==> src/rtl/uart_rx.sv <==
// 8N1 UART receiver: synchronises the rx pin, validates the start bit, samples
// eight LSB-first data bits at mid-bit, checks the stop bit and strobes the byte out.
module uart_rx #(
   parameter int UART_BPS = 9600,
   parameter int CLK_FREQ = 50_000_000
) (
   input  logic       sys_clk,
   input  logic       sys_rst_n,
   input  logic       rx,
   output logic [7:0] po_data,
   output logic       po_flag,
   output logic       po_err
);

   localparam int BAUD_CNT_MAX = CLK_FREQ / UART_BPS;
   localparam int HALF         = BAUD_CNT_MAX / 2;
   localparam int CNT_W        = (BAUD_CNT_MAX > 1) ? $clog2(BAUD_CNT_MAX) : 1;

   localparam logic [CNT_W-1:0] C_SAMPLE = CNT_W'(HALF - 1);
   localparam logic [CNT_W-1:0] C_WRAP   = CNT_W'(BAUD_CNT_MAX - 1);
   localparam logic [CNT_W-1:0] C_ONE    = CNT_W'(1);

   typedef enum logic [1:0] {
      IDLE  = 2'd0,
      START = 2'd1,
      DATA  = 2'd2,
      STOP  = 2'd3
   } state_t;

   state_t           r_state;
   state_t           w_nextState;

   logic             r_rx1;
   logic             r_rx2;
   logic             r_rx3;
   logic             w_startEdge;

   logic [CNT_W-1:0] r_baudCnt;
   logic [3:0]       r_bitCnt;
   logic             w_sample;
   logic             w_wrap;

   logic [7:0]       r_shift;
   logic [7:0]       r_data;
   logic             r_flag;
   logic             r_err;
   logic             w_good;
   logic             w_bad;

   // r_rx1 is the metastability catcher; only r_rx2/r_rx3 feed the logic.
   always_ff @(posedge sys_clk or negedge sys_rst_n) begin
      if (!sys_rst_n) begin
         r_rx1 <= 1'b1;
         r_rx2 <= 1'b1;
         r_rx3 <= 1'b1;
      end else begin
         r_rx1 <= rx;
         r_rx2 <= r_rx1;
         r_rx3 <= r_rx2;
      end
   end

   assign w_startEdge = r_rx3 & ~r_rx2;
   assign w_sample    = (r_baudCnt == C_SAMPLE);
   assign w_wrap      = (r_baudCnt == C_WRAP);

   always_ff @(posedge sys_clk or negedge sys_rst_n) begin
      if (!sys_rst_n) begin
         r_state <= IDLE;
      end else begin
         r_state <= w_nextState;
      end
   end

   // STOP returns to IDLE at its mid-bit sample so a start bit that follows
   // immediately after a single stop bit is still caught.
   always_comb begin
      w_nextState = r_state;
      w_good      = 1'b0;
      w_bad       = 1'b0;
      case (r_state)
         IDLE: begin
            if (w_startEdge) begin
               w_nextState = START;
            end
         end
         START: begin
            if (w_sample && r_rx2) begin
               w_nextState = IDLE;
            end else if (w_wrap) begin
               w_nextState = DATA;
            end
         end
         DATA: begin
            if (w_wrap && (r_bitCnt == 4'd8)) begin
               w_nextState = STOP;
            end
         end
         STOP: begin
            if (w_sample) begin
               w_nextState = IDLE;
               w_good      = r_rx2;
               w_bad       = ~r_rx2;
            end
         end
         default: begin
            w_nextState = IDLE;
         end
      endcase
   end

   // bit_cnt counts completed bit periods: 1 after the start bit, 9 after data bit 7.
   always_ff @(posedge sys_clk or negedge sys_rst_n) begin
      if (!sys_rst_n) begin
         r_baudCnt <= '0;
         r_bitCnt  <= 4'd0;
      end else if (r_state == IDLE) begin
         r_baudCnt <= '0;
         r_bitCnt  <= 4'd0;
      end else if (w_wrap) begin
         r_baudCnt <= '0;
         r_bitCnt  <= r_bitCnt + 4'd1;
      end else begin
         r_baudCnt <= r_baudCnt + C_ONE;
      end
   end

   always_ff @(posedge sys_clk or negedge sys_rst_n) begin
      if (!sys_rst_n) begin
         r_shift <= 8'h00;
      end else if ((r_state == DATA) && w_sample) begin
         r_shift <= {r_rx2, r_shift[7:1]};
      end
   end

   always_ff @(posedge sys_clk or negedge sys_rst_n) begin
      if (!sys_rst_n) begin
         r_data <= 8'h00;
         r_flag <= 1'b0;
         r_err  <= 1'b0;
      end else begin
         r_flag <= w_good;
         r_err  <= w_bad;
         if (w_good) begin
            r_data <= r_shift;
         end
      end
   end

   assign po_data = r_data;
   assign po_flag = r_flag;
   assign po_err  = r_err;

endmodule
==> config.mk <==
export PLATFORM = sky130hd
export DESIGN_NAME = uart_rx
export DESIGN_NICKNAME = d
export VERILOG_FILES = /design/src/rtl/uart_rx.sv
export SDC_FILE = /design/constraint.sdc
export NUM_CORES = 1
export LEC_CHECK = 0
export ABC_AREA = 1
export ABC_CLOCK_PERIOD_IN_PS = 2300
export CORE_MARGIN = 2
export CORE_UTILIZATION = 29
export CTS_BUF_LIST = sky130_fd_sc_hd__clkbuf_2 sky130_fd_sc_hd__clkbuf_4 sky130_fd_sc_hd__clkbuf_8
export CTS_CLUSTER_DIAMETER = 60
export DETAILED_ROUTE_END_ITERATION = 10
export PLACE_DENSITY_LB_ADDON = 0.25
export SKIP_CTS_REPAIR_TIMING = 1
export SLEW_MARGIN = 40
export SYNTH_ARGS = -nofsm -noshare
export SYNTH_HDL_FRONTEND = slang
export SYNTH_SLANG_ARGS = --single-unit
export TNS_END_PERCENT = 100
==> constraint.sdc <==
create_clock -name sys_clk -period 2.3 [get_ports sys_clk]
set_input_delay 0.46 -clock sys_clk [delete_from_list [all_inputs] [get_ports sys_clk]]
set_output_delay 0.46 -clock sys_clk [all_outputs]
set_load 0.02 [all_outputs]
==> results.md <==
* Status: finished clean
* Dominant cell type by area after synthesis: dfrtp_1
* DRT antenna net count at 0
* CTS buffer count at 5
* Post-Syn Instances at 204
* Synth cell count leaders: nand2_1, dfrtp_1, inv_1
* Worst-margin pin slew at 0.251 ns
* Routed vias/inst at 4.43
* CTS tree: yes
* Synth async-reset ratio at 100%
* Most common cell in the netlist: nand2_1
* Critical Path End Type: output pin
* WP data required at 1.84 ns
* RSZ-0062 raised after global routing: no
* Ant. Diodes at 0
* Final Hold Violating Endpoints at 0
* Drt total wl at 3.27 mm
* Distinct cells, synth at 28
* Synth area leaders: dfrtp_1, nand2_1, o21ai_2
* IO Pins at 13
* Detail Placement HPWL at 2.33 mm
* Area share of the largest cell type after synthesis at 48.7%
* DP Worst Slack at 0.664 ns
* F_max at 565 MHz
* Tot GR Track Use at 10.7%
* H-tree levels at 2
* Yosys warns at 0
* Vias after detailed routing at 1328
* IO Port Bufs at 12
* Full die area at 7220 um2
* Final worst path period share at 77.0%
* MaxCap Viol Count at 0
* Filler cells at 643
* Worst-path cell chain: clkdlybuf4s50_1
* Antenna violations before repair at 0
* Die span in x at 85.0 um
* Setup violations, final at 0
* Setup Skew at 0.00876 ns
* Largest net degree at the start of global routing at 41
* Cell Area, Synth at 1900 um2
* Yosys reg bits at 40
* Clock latency on the worst-skew pair at 0.30 ns
* CP delay by family, top: buffers and inverters
* Register area share after synthesis at 52.9%
* Layout cells sized above 1 at 21.5%
* Syn_nets at 210
* Commonest register cell after synthesis: dfrtp_1
* Layout Utilization at 35.0%
* Avg WL per Cell at 10.9 um
* Slew HR at 83.2%
* Post-route setup slack at 0.529 ns
* Drt pass-1 iters at 4
* Hold Crit Class: in -> async
* Met2 Use GR at 16.2%
* Post-synth EDFFs at 0
* Layout Cells excl Fill at 300
* Final Max Slew Viols at 0
* Overflow after GRT at 0
* Clock period minus worst slack at 1.77 ns
* Area grow syn2layout at 17.1%
* GR Layer Usage met3 at 3.21%
* Remaining DRCs at 0
* Die Height at 85.0 um
* Reg2Reg Setup Slack at 0.68 ns
* CTS max path bufs at 2
* Max VDD drop at 0.232 mV
* Lkg Pwr at 0.998 nW
* Final Net Count at 228
* Drt first-iter violations at 79
* CTS root buf: clkbuf_8
* First-pass GRT wire length at 6.12 mm
* Crit-path slowest cell: clkdlybuf4s50_1
* R2R cell count at 7
* Setup_tns at 0 ns
* CTS Sinks at 40
* Critical path class: reg -> out
* CP max stage delay at 0.62 ns
* Clock transition at path regs at 0.09 ns
* Reg-to-Reg Start: r_baudCnt[0]
* FF-to-FF End: po_data[5]
* PwrDens at 725 nW/um2
* Initial Util at 29.9%
* Post-synthesis area per instance at 9.32 um2
* Inst Count DP at 292
* Vias in the first global route at 1342
* Met1 usage at 13.9%
* Global placement routability congestion at 0.732
* Core area at 6350 um2
* Critical path peak fanout at 2
* Cell Rows at 29
* Worst path arrival time at 1.31 ns
* Most Crowded Layer GR: met2
* Worst Path Buf+Inv at 1
* Startpoint types: flip-flop
* Power Total at 1.61 mW
==> state kept, by name, indices dropped and copies added, names as in the netlist, named ones only <==
signal and cells:
r_rx3 1, r_baudCnt 13, po_err 1, r_shift 8, po_data 8, r_rx2 1, r_state 1, po_flag 1
r_bitCnt 4, r_rx1 1
==> layout by cell type, fill, tap and decap left out, types with 4 or more instances in the layout <==
cell type / synthesis / routed
inv_1: 26 / 26
inv_2: 4 / 4
nand2_1: 39 / 39
dfrtp_1: 37 / 37
nand4_1: 4 / 4
clkbuf_8: 0 / 5
nor2_1: 19 / 19
a21oi_1: 9 / 9
clkdlybuf4s50_1: 0 / 11
nand3_1: 10 / 10
xor2_1: 4 / 4
o21ai_2: 15 / 15
==> final cells by class <==
class / count / area [um2] / area share, %
inverter: 30 / 113 / 5.06
timing repair buffer: 13 / 135 / 6.07
tap: 77 / 96.3 / 4.33
multi-input combinational: 132 / 761 / 34.2
clock buffer: 5 / 68.8 / 3.09
sequential: 40 / 1000 / 45.2
clock inverter: 3 / 46.3 / 2.08
==> worst max-delay path by stage <==
stage                      end    startpoint  slack, ns  cells after the start
floorplan           po_data[6]  r_baudCnt[0]       0.80                      8
global placement    po_data[4]  r_baudCnt[0]       0.72                      7
detailed placement  po_data[5]  r_baudCnt[0]       0.66                      7
CTS                 po_data[7]    po_data[7]       0.51                      1
global route        po_data[7]    po_data[7]       0.48                      1
finish              po_data[7]    po_data[7]       0.53                      1
==> logic make-up after synthesis <==
family	synth area share, %
xor gates and xnor gates	1.84
DFF	52.9
adders and majority gates	1.98
and+or+nand+nor	24.9
buffers and inverters	7.11
AOI/OAI and AO/OA	11.3
==> where the power goes <==
part / leakage, nW / switching, mW / internal (mW)
clock: 0.0548 / 0.268 / 0.327
sequential: 0.543 / 0.0426 / 0.744
combinational: 0.401 / 0.155 / 0.0769
total: 0.998 / 0.465 / 1.15
==> per-stage QoR <==
stage          hold slack [ns]  area (um2)
6_report                 0.104        2220
3_5_place_dp             0.347        2110
4_1_cts                  0.114        2220
3_3_place_gp             0.347        2110
5_1_grt                  0.125        2220
2_1_floorplan            0.164        1900
==> metal layers <==
layer | vias to the layer above | part of all wire [%]
met5 | - | 0
met4 | 0 | 2.7
met3 | 6 | 3.3
met2 | 15 | 45
met1 | 618 | 49
li1 | 689 | -
(Power assumes the default switching activity.)
